`src/rtl/shape_calc_engine.sv`:
```
`default_nettype none
// ============================================================================
//  Module   : shape_calc_engine (with package shape_processor_modeling)
//  Purpose  : Sequential perimeter / area / shape-class engine behind the
//             CTRL SFR. Multiplies run on a one-bit-per-cycle shift-add
//             datapath; results are returned through a start/busy/done
//             handshake with illegal or degenerate requests flagged on error.
//  Revision : 1.0 - initial release
// ============================================================================

package shape_processor_modeling;

    // Shape field of CTRL; codes 4..7 are reserved.
    typedef enum logic [2:0] {
        KEEP_SHAPE = 3'd0,
        CIRCLE     = 3'd1,
        RECTANGLE  = 3'd2,
        TRIANGLE   = 3'd3
    } shape_e;

    // Operation field of CTRL; codes 6..7 are reserved.
    typedef enum logic [2:0] {
        KEEP_OPERATION = 3'd0,
        PERIMETER      = 3'd1,
        AREA           = 3'd2,
        IS_SQUARE      = 3'd3,
        IS_EQUILATERAL = 3'd4,
        IS_ISOSCELES   = 3'd5
    } operation_e;

    // Which operations make sense for which shape. KEEP_* and reserved
    // codes never form a legal pair.
    function automatic logic is_legal_combination(shape_e s, operation_e o);
        logic legal;
        legal = 1'b0;
        case (s)
            CIRCLE:    legal = (o == PERIMETER) || (o == AREA);
            RECTANGLE: legal = (o == PERIMETER) || (o == AREA) || (o == IS_SQUARE);
            TRIANGLE:  legal = (o == PERIMETER) || (o == IS_EQUILATERAL) ||
                               (o == IS_ISOSCELES);
            default:   legal = 1'b0;
        endcase
        return legal;
    endfunction

endpackage

module shape_calc_engine
    import shape_processor_modeling::*;
#(
    parameter int OPERAND_W = 12
) (
    input  logic                      clk,
    input  logic                      rst,
    input  logic                      start,
    input  shape_e                    shape,
    input  operation_e                operation,
    input  logic [OPERAND_W-1:0]      side_a,
    input  logic [OPERAND_W-1:0]      side_b,
    input  logic [OPERAND_W-1:0]      side_c,
    output logic                      busy,
    output logic                      done,
    output logic [2*OPERAND_W+9:0]    result,
    output logic                      error
);

    localparam int RESULT_W = 2*OPERAND_W+10;
    localparam int CNT_W    = $clog2(OPERAND_W+1);
    localparam logic [CNT_W-1:0] CNT_LAST = CNT_W'(OPERAND_W-1);
    // pi and 2*pi in Q.8, truncated (804.25 -> 804, 1608.5 -> 1608)
    localparam logic [OPERAND_W-1:0] PI_Q8     = OPERAND_W'(804);
    localparam logic [OPERAND_W-1:0] TWO_PI_Q8 = OPERAND_W'(1608);

    typedef enum logic [2:0] {
        IDLE  = 3'd0,
        CHECK = 3'd1,
        MUL1  = 3'd2,
        MUL2  = 3'd3,
        DONE  = 3'd4
    } state_e;

    state_e                 state;
    shape_e                 cap_shape;
    operation_e             cap_op;
    logic [OPERAND_W-1:0]   cap_a;
    logic [OPERAND_W-1:0]   cap_b;
    logic [OPERAND_W-1:0]   cap_c;
    logic [RESULT_W-1:0]    acc;
    logic [RESULT_W-1:0]    mcand;
    logic [OPERAND_W-1:0]   mplier;
    logic [CNT_W-1:0]       bit_cnt;
    logic                   stage_err;

    // Operand sums, one bit wider so they never wrap
    logic [OPERAND_W:0]     sum_ab;
    logic [OPERAND_W:0]     sum_ac;
    logic [OPERAND_W:0]     sum_bc;
    logic [OPERAND_W+1:0]   sum_abc;

    assign sum_ab  = {1'b0, cap_a} + {1'b0, cap_b};
    assign sum_ac  = {1'b0, cap_a} + {1'b0, cap_c};
    assign sum_bc  = {1'b0, cap_b} + {1'b0, cap_c};
    assign sum_abc = {1'b0, sum_ab} + {2'b00, cap_c};

    // One shift-add step: add the multiplicand when the current multiplier bit is set
    logic [RESULT_W-1:0]    acc_step;
    logic                   mul_last;

    assign acc_step = acc + (mplier[0] ? mcand : '0);
    assign mul_last = (bit_cnt == CNT_LAST);

    logic                   req_error;
    logic [RESULT_W-1:0]    simple_result;
    logic                   tri_ok;

    // Request validation and the single-cycle results (adds and compares)
    always_comb begin
        req_error     = 1'b0;
        simple_result = '0;
        tri_ok        = ({1'b0, cap_a} < sum_bc) && ({1'b0, cap_b} < sum_ac) &&
                        ({1'b0, cap_c} < sum_ab);

        if (!is_legal_combination(cap_shape, cap_op)) begin
            req_error = 1'b1;
        end

        case (cap_shape)
            CIRCLE: begin
                if (cap_a == '0) req_error = 1'b1;
            end
            RECTANGLE: begin
                if ((cap_a == '0) || (cap_b == '0)) req_error = 1'b1;
            end
            TRIANGLE: begin
                if ((cap_a == '0) || (cap_b == '0) || (cap_c == '0) || !tri_ok) begin
                    req_error = 1'b1;
                end
            end
            default: req_error = 1'b1;
        endcase

        case (cap_op)
            PERIMETER: begin
                if (cap_shape == RECTANGLE) begin
                    simple_result = RESULT_W'(sum_ab) << 9;
                end else begin
                    simple_result = RESULT_W'(sum_abc) << 8;
                end
            end
            IS_SQUARE:      simple_result = RESULT_W'(cap_a == cap_b);
            IS_EQUILATERAL: simple_result = RESULT_W'((cap_a == cap_b) && (cap_b == cap_c));
            IS_ISOSCELES:   simple_result = RESULT_W'((cap_a == cap_b) || (cap_b == cap_c) ||
                                                      (cap_a == cap_c));
            default:        simple_result = '0;
        endcase
    end

    // Control FSM with capture registers, multiply datapath and registered outputs
    always_ff @(posedge clk or posedge rst) begin
        if (rst) begin
            state     <= IDLE;
            cap_shape <= KEEP_SHAPE;
            cap_op    <= KEEP_OPERATION;
            cap_a     <= '0;
            cap_b     <= '0;
            cap_c     <= '0;
            acc       <= '0;
            mcand     <= '0;
            mplier    <= '0;
            bit_cnt   <= '0;
            stage_err <= 1'b0;
            busy      <= 1'b0;
            done      <= 1'b0;
            result    <= '0;
            error     <= 1'b0;
        end else begin
            done <= 1'b0;
            case (state)
                IDLE: begin
                    if (start) begin
                        cap_shape <= shape;
                        cap_op    <= operation;
                        cap_a     <= side_a;
                        cap_b     <= side_b;
                        cap_c     <= side_c;
                        state     <= CHECK;
                    end
                end

                CHECK: begin
                    busy      <= 1'b1;
                    bit_cnt   <= '0;
                    stage_err <= req_error;
                    acc       <= '0;
                    if (req_error) begin
                        state <= DONE;
                    end else if (cap_op == AREA && cap_shape == RECTANGLE) begin
                        mcand  <= RESULT_W'(cap_a);
                        mplier <= cap_b;
                        state  <= MUL1;
                    end else if (cap_op == PERIMETER && cap_shape == CIRCLE) begin
                        mcand  <= RESULT_W'(cap_a);
                        mplier <= TWO_PI_Q8;
                        state  <= MUL1;
                    end else if (cap_op == AREA && cap_shape == CIRCLE) begin
                        mcand  <= RESULT_W'(cap_a);
                        mplier <= cap_a;
                        state  <= MUL1;
                    end else begin
                        acc   <= simple_result;
                        state <= DONE;
                    end
                end

                MUL1: begin
                    acc     <= acc_step;
                    mcand   <= mcand << 1;
                    mplier  <= mplier >> 1;
                    bit_cnt <= bit_cnt + 1'b1;
                    if (mul_last) begin
                        bit_cnt <= '0;
                        if (cap_shape == CIRCLE && cap_op == AREA) begin
                            // r^2 becomes the multiplicand for the pi pass
                            mcand  <= acc_step;
                            mplier <= PI_Q8;
                            acc    <= '0;
                            state  <= MUL2;
                        end else if (cap_shape == RECTANGLE) begin
                            // integer a*b promoted to Q.8
                            acc   <= acc_step << 8;
                            state <= DONE;
                        end else begin
                            // 2*pi constant is already Q.8
                            state <= DONE;
                        end
                    end
                end

                MUL2: begin
                    acc     <= acc_step;
                    mcand   <= mcand << 1;
                    mplier  <= mplier >> 1;
                    bit_cnt <= bit_cnt + 1'b1;
                    if (mul_last) begin
                        bit_cnt <= '0;
                        state   <= DONE;
                    end
                end

                DONE: begin
                    done   <= 1'b1;
                    busy   <= 1'b0;
                    result <= acc;
                    error  <= stage_err;
                    state  <= IDLE;
                end

                default: begin
                    state <= IDLE;
                    busy  <= 1'b0;
                end
            endcase
        end
    end

endmodule
`default_nettype wire

```
`config.mk`:
```
export PLATFORM = sky130hd
export DESIGN_NAME = shape_calc_engine
export DESIGN_NICKNAME = d
export VERILOG_FILES = /design/src/rtl/shape_calc_engine.sv
export SDC_FILE = /design/constraint.sdc
export NUM_CORES = 1
export LEC_CHECK = 0
export CAP_MARGIN = 5
export CORE_MARGIN = 1
export CORE_UTILIZATION = 45
export CTS_CLUSTER_SIZE = 10
export DETAILED_ROUTE_END_ITERATION = 10
export GPL_TIMING_DRIVEN = 1
export HOLD_SLACK_MARGIN = 0.05
export RECOVER_POWER = 25
export SYNTH_ARGS = -nofsm -noshare
export SYNTH_HDL_FRONTEND = slang
export SYNTH_SLANG_ARGS = --single-unit
```
`constraint.sdc`:
```
create_clock -name clk -period 11.6 [get_ports clk]
set_clock_uncertainty 0.1 [all_clocks]
set_input_delay 1.74 -clock clk [delete_from_list [all_inputs] [get_ports clk]]
set_output_delay 1.74 -clock clk [all_outputs]
set_load 0.01 [all_outputs]
```
* After elaboration in Yosys (flattened, before gate mapping) *
Index checks and enable logic that the tools add are counted.

storage, ports and cells
  bits of input ports = 45
  word-level logic and storage cells = 116
  bits in registers = 167

operators by class
  $add $sub $neg = 6
  reductions and logical operators = 27
  multiplexer cells = 44
  equal/unequal tests = 21
  $lt $le $gt $ge = 3

operators with widths
  operator                                              number
  2-to-1 mux 34 bit                                     14
  case mux 34 bit (3 select lines)                      2
  case mux 34 bit (4 select lines)                      1
  2-to-1 mux 12 bit                                     4
  adder 12 x 12 -> 13 bit                               3
  less-than comparator 12 x 13 -> 1 bit                 3
  equality test 12 bit                                  3
  zero test 12 bit                                      3
  case mux 12 bit (3 select lines)                      1
  adder 34 bit                                          1
  2-to-1 mux 3 bit                                      8
  2-to-1 mux 11 bit                                     2
  2-to-1 mux 22 bit                                     1
  equality test 3 x 2 -> 1 bit (second input constant)  6
  adder 13 x 12 -> 14 bit                               1
  case mux 3 bit (4 select lines)                       1
  equality test 3 x 1 -> 1 bit (second input constant)  3
  equality test 3 bit (second input constant)           3
  logical OR 1 bit                                      9
  inequality test 2 bit (second input constant)         4
  case mux 4 bit (2 select lines)                       1
  logical AND 1 bit                                     6
  case mux 1 bit (3 select lines)                       2
  AND reduction 3 bit                                   2
  other kinds (13)                                      17

* Depth between registers and ports, before layout *
Gate-level depths: netlist (run 1).

  word-level depth = 10
  mapped depth = 20
  depth with buffers taken out = 19

* Worst setup path before layout (run 1) *
OpenSTA, ideal clock, no wires.

  kind = register to register
  start = reg cap_a[1]
  end = reg acc[20]
  setup time = 0.077 ns
  setup slack = 7.857 ns
  cell stages (with the launch flop) = 21
  path buffers = 1
  arrival time = 3.566 ns
  data required time = 11.423 ns
  cells stage by stage = dfrtp_1 > ha_1 > a21o_1 > a21oi_1 > o21bai_1 > a21oi_1 > nor2b_1 > o2111ai_1 > nand3_1 > o41ai_1 > xor2_1 > ha_1 > nor2_1 > nand3_1 > o31ai_1 > o21ai_0 > a21oi_1 > a21oi_4 > buf_6 > a211o_1 > a21oi_1

between the ends
  longest elaborated chain between the ends = 10
  elaborated cells on any way between the ends = 24
  classes of those cells = 3 x add/sub; 3 x order compare; 11 x mux; 7 x reduce/logical

ends and longest elaborated chain
  item                                                             RTL line  RTL
  start: declaration                                               85        logic [OPERAND_W-1:0] cap_a;
  start signal: assignment                                         183       cap_a <= side_a;
  branches (longest 8 deep; another with adder 13 x 12 -> 14 bit)  n/a
  2-to-1 mux 34 bit *                                              195       if (req_error) begin
  case mux 34 bit (3 select lines) *                               178       case (state)
  end signal: assignment                                           210       acc <= simple_result;
  end signal: assignment                                           216       acc <= acc_step;
  end signal: assignment                                           230       acc <= acc_step << 8;
  end: declaration                                                 88        logic [RESULT_W-1:0] acc;

Every way passes the cells marked *.
A chain may end at the register's enable or synchronous reset.

==> impl_metrics.ini, run 1 <==
[cts]
clk_latency_ns = 0.45
path_clk_slew_ns = 0.07
cts_resized = 0
cts-buffers-inserted = 17
clockRootBuffer = clkbuf_16
cts_tree = built
post-cts-setup-buffers = 0
htreeDepth = 4
ctsHoldBuffers = 0
clk_path_buf_depth = 2
cts_sinks = 167

[power]
p_leak_nw = 6.31
vdd_drop_max_mv = 0.264
powerDensity_nw_per_um2 = 337

[timing]
rsz0062_at_grt = false
hold_viol = 0
setup_tns_ns = 0
tightest_slew_ns = 4.10
period_share_pct = 46.3
relSlewSlack_pct = -175
period_needed_ns = 5.38
finalSetupViolCount = 0
timing.fmax_mhz = 186
drv_slew = 167

[final_layout]
nNetsFinal = 1524
diodes = 0
fill_cells = 2442
instances_no_fill = 1702
area_growth_pct = 13.8
fin_area_um2 = 13900
utilization_pct = 52.8
drive_gt1_share_pct = 10.9

[logic_synthesis]
syn_nets = 1463
synth_top_flop_cell = dfrtp_1
synth_warnings = 0
synth_area_leaders = dfrtp_1 34%, ha_1 12%, mux2_2 6.7%
yosysMostFrequentCell = dfrtp_1
synth.cell_area_um2 = 12200
yosys.area.top_type_share_pct = 34.3
synth_common_cells = 167 x dfrtp_1, 118 x ha_1, 99 x a21oi_1
yosysTopAreaCell = dfrtp_1
postSynth.asyncResetShare_pct = 100
synth_area_per_cell_um2 = 9.41
synth_sequential_area_ratio_pct = 34.3
synth_edf_count = 0
synth_seq_cells = 167
netlist_instances = 1295
synth_cell_type_count = 84

[die]
die-area_um2 = 27800
io_pins = 82
core_area_um2 = 26300
rows = 59
die_w_um = 167
initial_core_util_pct = 46.4
die_y_um = 167

[global_route]
antenna_found_initial = 0
grt_pass1_wl_um = 58000
grt_use_total_pct = 26.9
grt_overflow = 0
grt_pass1_vias = 10000
grt_max_degree = 94

[worst_setup_path]
crit_arrival_ns = 5.70
critPathCaptureType = async pin
setup.worst_path.start_class = input port
cp.required_ns = 11.93
crit_type = in -> async
cp_max_fo = 93

[flow_run]
maxCapViolations = 3

[drt]
via_per_inst = 6.12
ant_nets = 0
firstDrtPassIters = 9
vias = 10400
drtIter0Drc = 937
wl_per_cell_um = 21.4
detail_route.wirelength_um = 36400
drc = 3

[placed_design]
place_inst = 1672
port_buffers = 81
place_area_um2 = 13300
gp_congestion = 0.924
dpl.hpwl_um = 26600

[run_status]
outcome = finished, violations left
failed_checks = design-rule violations, max-capacitance violations, max-slew violations

[hold_path]
hp-class = reg -> reg
==> logic make-up after synthesis <==
kind of cell / synth area share, %
muxes: 7.44
DFF: 34.3
xor gates and xnor gates: 4.74
and+or+nand+nor: 13.3
buffers and inverters: 4.17
AOI/OAI and AO/OA: 23.1
adders and majority gates: 12.9
==> placed cells by master (no fill, tap or decap), types with 18 or more instances in the layout <==
| master | netlist | final |
|---|---|---|
| xnor2_1 | 41 | 41 |
| o21ai_0 | 89 | 89 |
| nor3_1 | 21 | 21 |
| dfrtp_1 | 167 | 167 |
| nand3_1 | 24 | 24 |
| a222oi_1 | 18 | 18 |
| mux2_2 | 73 | 73 |
| xor2_1 | 25 | 25 |
| clkdlybuf4s50_1 | 0 | 79 |
| a21o_1 | 33 | 33 |
| nor4_1 | 21 | 21 |
| a21oi_1 | 99 | 99 |
| ha_1 | 118 | 118 |
| nor2_1 | 77 | 77 |
| nand2_1 | 81 | 81 |
| a22oi_1 | 19 | 19 |
| inv_1 | 67 | 66 |
| and2_1 | 38 | 37 |
==> worst max-delay path, cell delays in order <==
cell           delay, ns
dlygate4sd3_1       0.55
clkinvlp_2          2.30
buf_4               1.04
==> sequential cells by signal, indices dropped and copies added, names as in the netlist, 4 cells and up <==
register / count
bit_cnt: 4
result: 34
cap_a: 12
mplier: 12
cap_b: 12
acc: 34
mcand: 34
cap_c: 12
==> where the power goes <==
| group | internal (mW) | leakage, nW | switching (mW) | total, mW |
|---|---|---|---|---|
| Sequential | 0.730 | 2.17 | 0.314 | 1.04 |
| Clock | 0.322 | 0.281 | 0.262 | 0.584 |
| Combinational | 1.33 | 3.86 | 1.72 | 3.05 |
| Total | 2.38 | 6.31 | 2.30 | 4.68 |
==> through the flow <==
step	power, mW	hold slack, ns	setup WS [ns]
finish	4.68	0.381	6.22
floorplan	3.22	0.344	5.24
global route	5.10	0.393	5.38
CTS	4.66	0.381	7.19
global placement	4.03	0.360	7.26
detailed placement	4.05	0.367	7.22
==> metal layers <==
| layer | vias to the layer above | part of all wire, % | GRT usage [%] |
|---|---|---|---|
| li1 | 4922 | - | - |
| met1 | 5113 | 47 | 38.2 |
| met2 | 346 | 46 | 43.5 |
| met3 | 39 | 5.2 | 3.16 |
| met4 | 0 | 1.5 | 6.68 |
| met5 | - | 0 | 0 |
==> final cells by class <==
type	count	area, um2	area share [%]
clock inverter	13	161	1.16
clock buffer	17	425	3.07
timing repair buffer	94	908	6.55
sequential	167	4180	30.1
tap	335	419	3.02
inverter	67	253	1.82
multi-input combinational	1009	7520	54.2
==> path summary, 6_finish.rpt <==
check / slack [ns] / cells after the start / endpoint / from
worst max-delay path: 6.22 / 3 / mcand[14] / rst
worst min register to register: 0.38 / 1 / mplier[3] / mplier[3]
worst max register to register: 7.17 / 19 / acc[14] / cap_a[1]
max in group clk: 7.17 / 19 / acc[14] / cap_a[1]
min in group asynchronous: 2.89 / 2 / bit_cnt[0] / rst
worst min-delay path: 0.38 / 1 / mplier[3] / mplier[3]
No activity file was read; power rests on OpenSTA's default activity.
==> inputs of run 2 (changes only) <==
--- a/config.mk
+++ b/config.mk
@@ -12,6 +12,7 @@
 export DETAILED_ROUTE_END_ITERATION = 10
 export GPL_TIMING_DRIVEN = 1
 export HOLD_SLACK_MARGIN = 0.05
+export PLACE_DENSITY = 0.66
 export RECOVER_POWER = 25
 export SYNTH_ARGS = -nofsm -noshare
 export SYNTH_HDL_FRONTEND = slang
==> constraint.sdc (replaced) <==
create_clock -name clk -period 4.85 [get_ports clk]
set_clock_uncertainty 0.1 [all_clocks]
set_input_delay 0.7275 -clock clk [delete_from_list [all_inputs] [get_ports clk]]
set_output_delay 0.7275 -clock clk [all_outputs]
set_load 0.01 [all_outputs]
==> run 2 against run 1 <==
The flow still finishes with violations (design-rule violations, max-capacitance violations, max-slew violations). Hold slack worse by 0.0069 ns. Global-route usage is 0.94 points lower. Sequential cell count stayed put. Critical path type is now reg -> reg. Sequential share of layout area is 0.25 points lower. Design area is 0.83% higher. Die area stayed put. First-iteration DRC count is 1.6% lower. Combinational power is 150% higher. Total power is 140% higher. Largest power group unchanged. Largest cell class unchanged.
==> impl_metrics.ini, run 2 (synthesis gave the netlist of run 1 again) <==
[worst_setup_path]
worstRegToRegCells = 19
crit_start = cap_a[1]
r2r_slack_ns = 0.32
critPathCaptureType = flip-flop
timing.rr.end = acc[19]
setup.worst_path.start_class = flip-flop
crit_type = reg -> reg
cp_max_fo = 14
crit_arrival_ns = 4.81
cp.required_ns = 5.13
reg2reg_from = cap_a[1]

[cts]
clk_latency_ns = 0.44
ctsHoldBuffers = 0
htreeDepth = 4
cts_resized = 0
clk_path_buf_depth = 2
post-cts-setup-buffers = 0
cts_sinks = 167
cts_tree = built
clockRootBuffer = clkbuf_16
cts-buffers-inserted = 17
path_clk_slew_ns = 0.07

[drt]
detail_route.wirelength_um = 35200
drc = 8
wl_per_cell_um = 20.5
met3_length_um = 2130
drtIter0Drc = 922
via_per_inst = 6.09
firstDrtPassIters = 9
vias = 10500
ant_nets = 0
highest_layer = met4
wl_met2_um = 16100
wl_met1_um = 15800

[run_status]
outcome = finished, violations left
failed_checks = design-rule violations, max-capacitance violations, max-slew violations

[final_layout]
nNetsFinal = 1538
instances_no_fill = 1717
layout_common_cells = 167 x dfrtp_1, 118 x ha_1, 99 x a21oi_1
area_growth_pct = 14.7
utilization_pct = 53.2
drive_gt1_share_pct = 11.5
fill_cells = 2412
fin_area_um2 = 14000
top_regs = acc (34), mcand (34), result (34)
final_common_cell = dfrtp_1
diodes = 0

[hold_path]
min_path_cells = 1
hp-class = reg -> reg
min_to = mplier[6]
min_from = mplier[6]

[timing]
tightest_slew_ns = 2.48
timing.fmax_mhz = 221
period_needed_ns = 4.53
fin_ws_ns = 0.315
drv_slew = 207
rsz0062_at_grt = false
relSlewSlack_pct = -65.5
setup_tns_ns = 0
period_share_pct = 93.5
hold_viol = 0
fin_hold_ws_ns = 0.374
finalSetupViolCount = 0

[global_route]
grt_pass1_wl_um = 56700
antenna_found_initial = 0
grt_max_degree = 87
grt_use_total_pct = 26.0
grt_overflow = 0
grt_pass1_vias = 10100

[power]
powerDensity_nw_per_um2 = 810
seq_power_share_pct = 21.0
clockPowerShare_pct = 12.7
vdd_drop_max_mv = 0.656
p_int_mw = 5.85
p_leak_nw = 6.46
p_comb_share_pct = 66.4
power_mw = 11.3
switching_power_mw = 5.48
swShare_pct = 48.4

[placed_design]
gp_congestion = 0.966
port_buffers = 81
place_area_um2 = 13400
dpl.hpwl_um = 26400
dpl_worst_slack_ns = 0.420
place_inst = 1686

[die]
io_pins = 82
rows = 59
initial_core_util_pct = 46.4
die_y_um = 167
die_w_um = 167
core_area_um2 = 26300
die-area_um2 = 27800

[flow_run]
maxCapViolations = 4
-- run 2: cell count changes in the layout (fill, tap and decap cells not counted), sizes merged --
| cell | change |
|---|---|
| buf | +14 |
| bufinv | +1 |
| clkbuf | +4 |
| clkdlybuf4s50 | -24 |
| clkinv | +1 |
| dlygate4sd3 | +24 |
| inv | -5 |
-- run 2: worst max-delay path by stage --
| stage | to | slack, ns | cells past startpoint |
|---|---|---|---|
| 2_1_floorplan | acc[20] | 1.11 | 20 |
| 3_3_place_gp | acc[14] | 0.57 | 19 |
| 3_5_place_dp | acc[19] | 0.42 | 19 |
| 4_1_cts | acc[19] | 0.38 | 19 |
| 5_1_grt | mcand[19] | 0.04 | 3 |
| 6_report | acc[19] | 0.32 | 19 |
-- run 2: layout make-up --
type | count | area, um2 | share of cell area (%)
tap | 335 | 419 | 3.00
inverter | 67 | 253 | 1.81
timing repair buffer | 108 | 1010 | 7.23
clock inverter | 10 | 145 | 1.04
clock buffer | 21 | 460 | 3.29
sequential | 167 | 4180 | 29.9
multi-input combinational | 1009 | 7520 | 53.8
-- run 2: worst max-delay path, cell delays in order, from the launching register on --
cell	delay, ns
dfrtp_1	0.48
ha_1	0.35
a21o_1	0.18
a21oi_1	0.25
o21bai_1	0.10
a21oi_1	0.22
nor2b_1	0.09
o2111ai_1	0.18
nand3_1	0.12
o41ai_1	0.33
xor2_1	0.14
ha_1	0.22
nor2_1	0.15
nand3_1	0.09
o31ai_1	0.21
o21ai_0	0.13
a21oi_1	0.39
a21oi_4	0.20
a2111oi_0	0.34
o22a_1	0.20
-- run 2: per-layer routing --
layer	vias up	GRT usage [%]
met5	-	0
met4	0	11.2
met3	76	4.33
met2	375	41.1
met1	5053	35.0
li1	4961	-
-- run 2: power by group through the flow --
stage | Sequential, mW | Clock [mW] | Combinational (mW)
final | 2.38 | 1.44 | 7.52
after global routing | 2.41 | 1.51 | 8.40
after CTS | 2.36 | 1.45 | 7.44
after detailed placement | 2.38 | 0 | 7.37
after global placement | 2.37 | 0 | 7.26
after floorplan | 2.11 | 0 | 5.59
